## src/rtl/stopwatch_display.sv

```systemverilog
`default_nettype none
// ============================================================================
// Module      : stopwatch_display
// Description : Four-digit multiplexed 7-segment driver for a stopwatch
//               (M.SS.T).  It captures a snapshot of the digits on an
//               update strobe, scans the digits with an anti-ghosting blank
//               at the start of each digit period, and can blank a leading
//               zero on the minutes digit.  All outputs are registered.
// Revision    : 1.0 - initial release
// ============================================================================
module stopwatch_display #(
    parameter int REFRESH_DIV  = 100000,
    parameter int BLANK_CYCLES = 1000
) (
    input  logic       clk,
    input  logic       reset,
    input  logic [3:0] minutes,
    input  logic [3:0] tens_seconds,
    input  logic [3:0] ones_seconds,
    input  logic [3:0] tenths_seconds,
    input  logic       update,
    input  logic       enable,
    input  logic       blank_lz,
    output logic [3:0] an,
    output logic [6:0] seg,
    output logic       dp
);

    localparam int                 c_CNT_W = (REFRESH_DIV > 1) ? $clog2(REFRESH_DIV) : 1;
    localparam logic [c_CNT_W-1:0] c_LAST  = c_CNT_W'(REFRESH_DIV - 1);
    localparam logic [c_CNT_W-1:0] c_BLANK = c_CNT_W'(BLANK_CYCLES);
    localparam logic [6:0]         c_DARK  = 7'b1111111;
    localparam logic [6:0]         c_DASH  = 7'b0111111;

    // Snapshot packed as {minutes, tens, ones, tenths} so idx selects nibble idx.
    logic [15:0]        r_snap;
    logic [c_CNT_W-1:0] r_cnt;
    logic [1:0]         r_idx;

    logic [3:0]         w_digit;
    logic [6:0]         w_seg_dec;
    logic               w_blank_min;

    // Capture all four digits together on the update strobe, independent of enable.
    always_ff @(posedge clk) begin
        if (reset) begin
            r_snap <= 16'h0000;
        end else if (update) begin
            r_snap <= {minutes, tens_seconds, ones_seconds, tenths_seconds};
        end
    end

    // Refresh counter and digit index; held at the scan origin while disabled.
    always_ff @(posedge clk) begin
        if (reset || !enable) begin
            r_cnt <= '0;
            r_idx <= 2'd0;
        end else if (r_cnt == c_LAST) begin
            r_cnt <= '0;
            r_idx <= r_idx + 2'd1;
        end else begin
            r_cnt <= r_cnt + 1'b1;
        end
    end

    assign w_digit     = r_snap[{r_idx, 2'b00} +: 4];
    assign w_blank_min = blank_lz && (r_idx == 2'd3) && (w_digit == 4'd0);

    // Active-low 7-segment decode {g,f,e,d,c,b,a}; non-BCD values show a dash.
    always_comb begin
        w_seg_dec = c_DASH;
        case (w_digit)
            4'd0: w_seg_dec = 7'b1000000;
            4'd1: w_seg_dec = 7'b1111001;
            4'd2: w_seg_dec = 7'b0100100;
            4'd3: w_seg_dec = 7'b0110000;
            4'd4: w_seg_dec = 7'b0011001;
            4'd5: w_seg_dec = 7'b0010010;
            4'd6: w_seg_dec = 7'b0000010;
            4'd7: w_seg_dec = 7'b1111000;
            4'd8: w_seg_dec = 7'b0000000;
            4'd9: w_seg_dec = 7'b0010000;
            default: w_seg_dec = c_DASH;
        endcase
    end

    // Register the display outputs from this cycle's scan position and snapshot.
    always_ff @(posedge clk) begin
        if (reset || !enable || (r_cnt < c_BLANK)) begin
            an  <= 4'b1111;
            seg <= c_DARK;
            dp  <= 1'b1;
        end else begin
            an  <= ~(4'b0001 << r_idx);
            seg <= w_blank_min ? c_DARK : w_seg_dec;
            // Separator dots sit after the minutes and after the ones-of-seconds.
            dp  <= w_blank_min ? 1'b1 : ~r_idx[0];
        end
    end

endmodule
`default_nettype wire

```

## config.mk

```make
export PLATFORM = sky130hd
export DESIGN_NAME = stopwatch_display
export DESIGN_NICKNAME = d
export VERILOG_FILES = /design/src/rtl/stopwatch_display.sv
export SDC_FILE = /design/constraint.sdc
export NUM_CORES = 1
export LEC_CHECK = 0
export ABC_AREA = 1
export BUFFER_PORTS_ARGS = -buffer_cell sky130_fd_sc_hd__buf_2
export CORE_ASPECT_RATIO = 2
export CORE_MARGIN = 2
export CORE_UTILIZATION = 49
export CTS_CLUSTER_DIAMETER = 40
export CTS_CLUSTER_SIZE = 12
export DETAILED_ROUTE_END_ITERATION = 8
export PLACE_DENSITY = 0.7
export SYNTH_ARGS = -nofsm -noshare
export SYNTH_HDL_FRONTEND = slang
export SYNTH_SLANG_ARGS = --single-unit
export TNS_END_PERCENT = 100
```

## constraint.sdc

```tcl
create_clock -name clk -period 3 [get_ports clk]
set_clock_uncertainty 0.2 [all_clocks]
set_input_delay 0.3 -clock clk [delete_from_list [all_inputs] [get_ports clk]]
set_output_delay 0.3 -clock clk [all_outputs]
set_load 0.02 [all_outputs]
```

==> flow_metrics.py <==
metrics = {
    "cts": {
        "ctsHoldBuffers": 0,
        "tritoncts": "yes",
        "clk_latency_ps": 290,
        "cts_buffer_depth": 2,
        "cts_buffers": 5,
        "clk_pin_slew_ps": 80,
        "htreeDepth": 2,
        "cts_root_buffer": "clkbuf_8",
        "post_cts_resized": 0,
        "clock-sinks": 47,
        "cts_setup_buffers": 0,
    },
    "sta": {
        "setup_viol": 0,
        "post-route-period-util_pct": 67.2,
        "report.final.slew_viol_count": 0,
        "worst_slew_pin_slew_ps": 456,
        "grt_setup_unrepaired": "no",
        "hold_violations": 0,
        "fmax_mhz": 496,
        "fin_tns_setup_ps": 0,
        "slew_headroom_pct": 69.6,
        "post-route-min-period_ps": 2020,
    },
    "grt": {
        "grt_pass1_vias": 1798,
        "grt_overflow": 0,
        "antenna_found_initial": 0,
        "grt_max_degree": 18,
        "grtUsageTotal_pct": 20.1,
        "grt_pass1_wl_mm": 7.73,
    },
    "synthesis": {
        "synth_compound_area_share_pct": 6.79,
        "yosys.area_share.simple_pct": 34.5,
        "synthAdderAreaFrac_pct": 5.81,
        "synth_warnings": 0,
        "ys_seq_area_share_pct": 43.7,
        "synth_top_family_by_area": "simple AND/OR/NAND/NOR gates",
        "synthXorXnorAreaFrac_pct": 3.25,
        "yosys_register_bits": 47,
        "syn_area_sq_um": 2150,
        "syn_inst": 289,
        "synth.area.mux_share_pct": 0,
        "avgSynthCellArea_sq_um": 7.46,
        "ys_types": 26,
        "syn_nets": 320,
    },
    "critical_path": {
        "cp-start-kind": "flop",
        "worstPathArrival_ps": 1990,
        "path_class": "flop to flop",
        "worstPathMaxFanout": 13,
        "critical_path_required_ps": 2980,
        "cp-end-kind": "flop",
    },
    "drt": {
        "drtPass1Iterations": 5,
        "drc": 0,
        "wire_per_inst_um": 11.7,
        "route.final.wire_length_mm": 4.41,
        "drtIter0Drc": 23,
        "drtAntennaViolNets": 0,
        "routed-via-count": 1858,
        "viasPerCell": 4.94,
    },
    "placement": {
        "portBuffers": 32,
        "place.gp.congestion": 0.874,
        "hpwlAfterDp_mm": 3.53,
    },
    "min_path": {
        "min_path_type": "input port to flop",
    },
    "floorplanning": {
        "die_area_sq_um": 4980,
        "core_area_sq_um": 4300,
        "die_h_um": 97.8,
        "start_util_pct": 50.1,
        "rows": 34,
        "die_w_um": 50.9,
        "io_pins": 33,
    },
    "outcome": {
        "status": "finished clean",
    },
    "power_and_ir_drop": {
        "p_leak_nw": 1.01,
        "powerDensity_nw_per_um2": 443,
        "ir_drop_mv": 0.411,
    },
    "cells_and_area": {
        "syn2layout_area_growth_pct": 12.5,
        "num_antenna_cells": 0,
        "final_nets": 352,
        "nFillCells": 428,
        "drive_gt1_share_pct": 17.1,
        "fin_util_pct": 56.4,
    },
    "run": {
        "drv.max_cap_violation_count": 0,
    },
}
## worst max-delay path, stage by stage, from the launching register on
cell     delay (ps)
dfxtp_1         610
inv_2           190
nand2_1         110
nand3_1          60
nand2_1         160
inv_1           110
ha_1            200
nand2_1          60
nand2_1          60
o21ai_0          70
nand2_1          70
## per-stage QoR
step | hold WS (ps) | power (mW) | area, sq um | setup WS (ps) | cells
2_1_floorplan | 217 | 0.707 | 2150 | 1370 | 289
5_1_grt | 48.9 | 1.12 | 2420 | 739 | 376
3_3_place_gp | 232 | 0.729 | 2340 | 1090 | 368
6_report | 51.2 | 1.07 | 2420 | 985 | 376
4_1_cts | 44.6 | 1.09 | 2420 | 973 | 376
3_5_place_dp | 239 | 0.731 | 2340 | 990 | 368
## per-layer routing
| layer | share of wire [%] | track usage [%] | up-vias |
|---|---|---|---|
| met5 | 0 | 0 | - |
| met4 | 2.5 | 7.90 | 0 |
| met1 | 37 | 19.8 | 828 |
| li1 | - | - | 983 |
| met2 | 58 | 39.3 | 37 |
| met3 | 2.6 | 3.21 | 10 |
## worst paths after layout
path	end	slack, ps	startpoint	cells after the start
min reg2reg	r_cnt[0]$_SDFF_PP0_	250	r_cnt[0]$_SDFF_PP0_	1
max	seg[6]$_SDFF_PP1_	980	r_idx[0]$_SDFFE_PP0N_	10
min	r_snap[4]$_SDFFE_PP0P_	50	ones_seconds[0]	3
max reg2reg	seg[6]$_SDFF_PP1_	980	r_idx[0]$_SDFFE_PP0N_	10
## layout by cell type, fill, tap and decap left out, types with 3 or more instances in the layout
master	n
nand2_1	89
inv_1	22
nand2_2	3
xnor2_1	4
nor3_1	3
clkbuf_8	5
nand3_2	4
nor2_2	4
nand3_1	32
a21oi_1	22
nor2_1	22
xor2_1	4
dfxtp_1	47
ha_1	10
nand3b_1	3
buf_2	32
o21ai_0	4
## sequential cells by signal (all words and copies together), names as in the netlist
register  flops
r_idx         2
r_cnt        17
dp            1
an            4
r_snap       16
seg           7
## synthesized netlist by cell type
master    instances  share of area, %
nand2_1          89                16
dfxtp_1          47                44
nand3_1          32               7.4
a21oi_1          22               5.1
inv_1            22               3.8
nor2_1           22               3.8
ha_1             10               5.8
clkbuf_1          4              0.70
nand3_2           4               1.9
nor2_2            4               1.2
o21ai_0           4              0.93
xnor2_1           4               1.6
xor2_1            4               1.6
nand2_2           3              0.87
nand3b_1          3               1.0
nor3_1            3              0.70
inv_2             2              0.35
nand4_1           2              0.58
buf_2             1              0.23
buf_4             1              0.35
buf_6             1              0.52
nand2_4           1              0.52
nor2_4            1              0.52
nor3_2            1              0.46
o21a_1            1              0.35
o21ai_2           1              0.41
## area by class of cell
type	instances	area (sq um)	area share, %
inverters	24	90.1	3.72
well taps	54	67.6	2.79
repair buffers	32	160	6.60
flip-flops and latches	47	941	38.8
clock inverters	1	5.00	0.206
multi-input cells	211	1080	44.7
clock buffers	7	76.3	3.15
## kinds of logic after synthesis
logic type	count (synthesis)
AND/OR/NAND/NOR	165
flip-flops	47
buffers and inverters	31
AO/OA/AOI/OAI	28
adder cells (fa/ha/maj)	10
XOR/XNOR	8
## power breakdown
| group | switching (mW) | total [mW] | internal [mW] |
|---|---|---|---|
| clock network | 0.195 | 0.359 | 0.164 |
| logic | 0.0428 | 0.0707 | 0.0278 |
| registers | 0.00807 | 0.644 | 0.636 |
No activity file was read; power rests on OpenSTA's default activity.
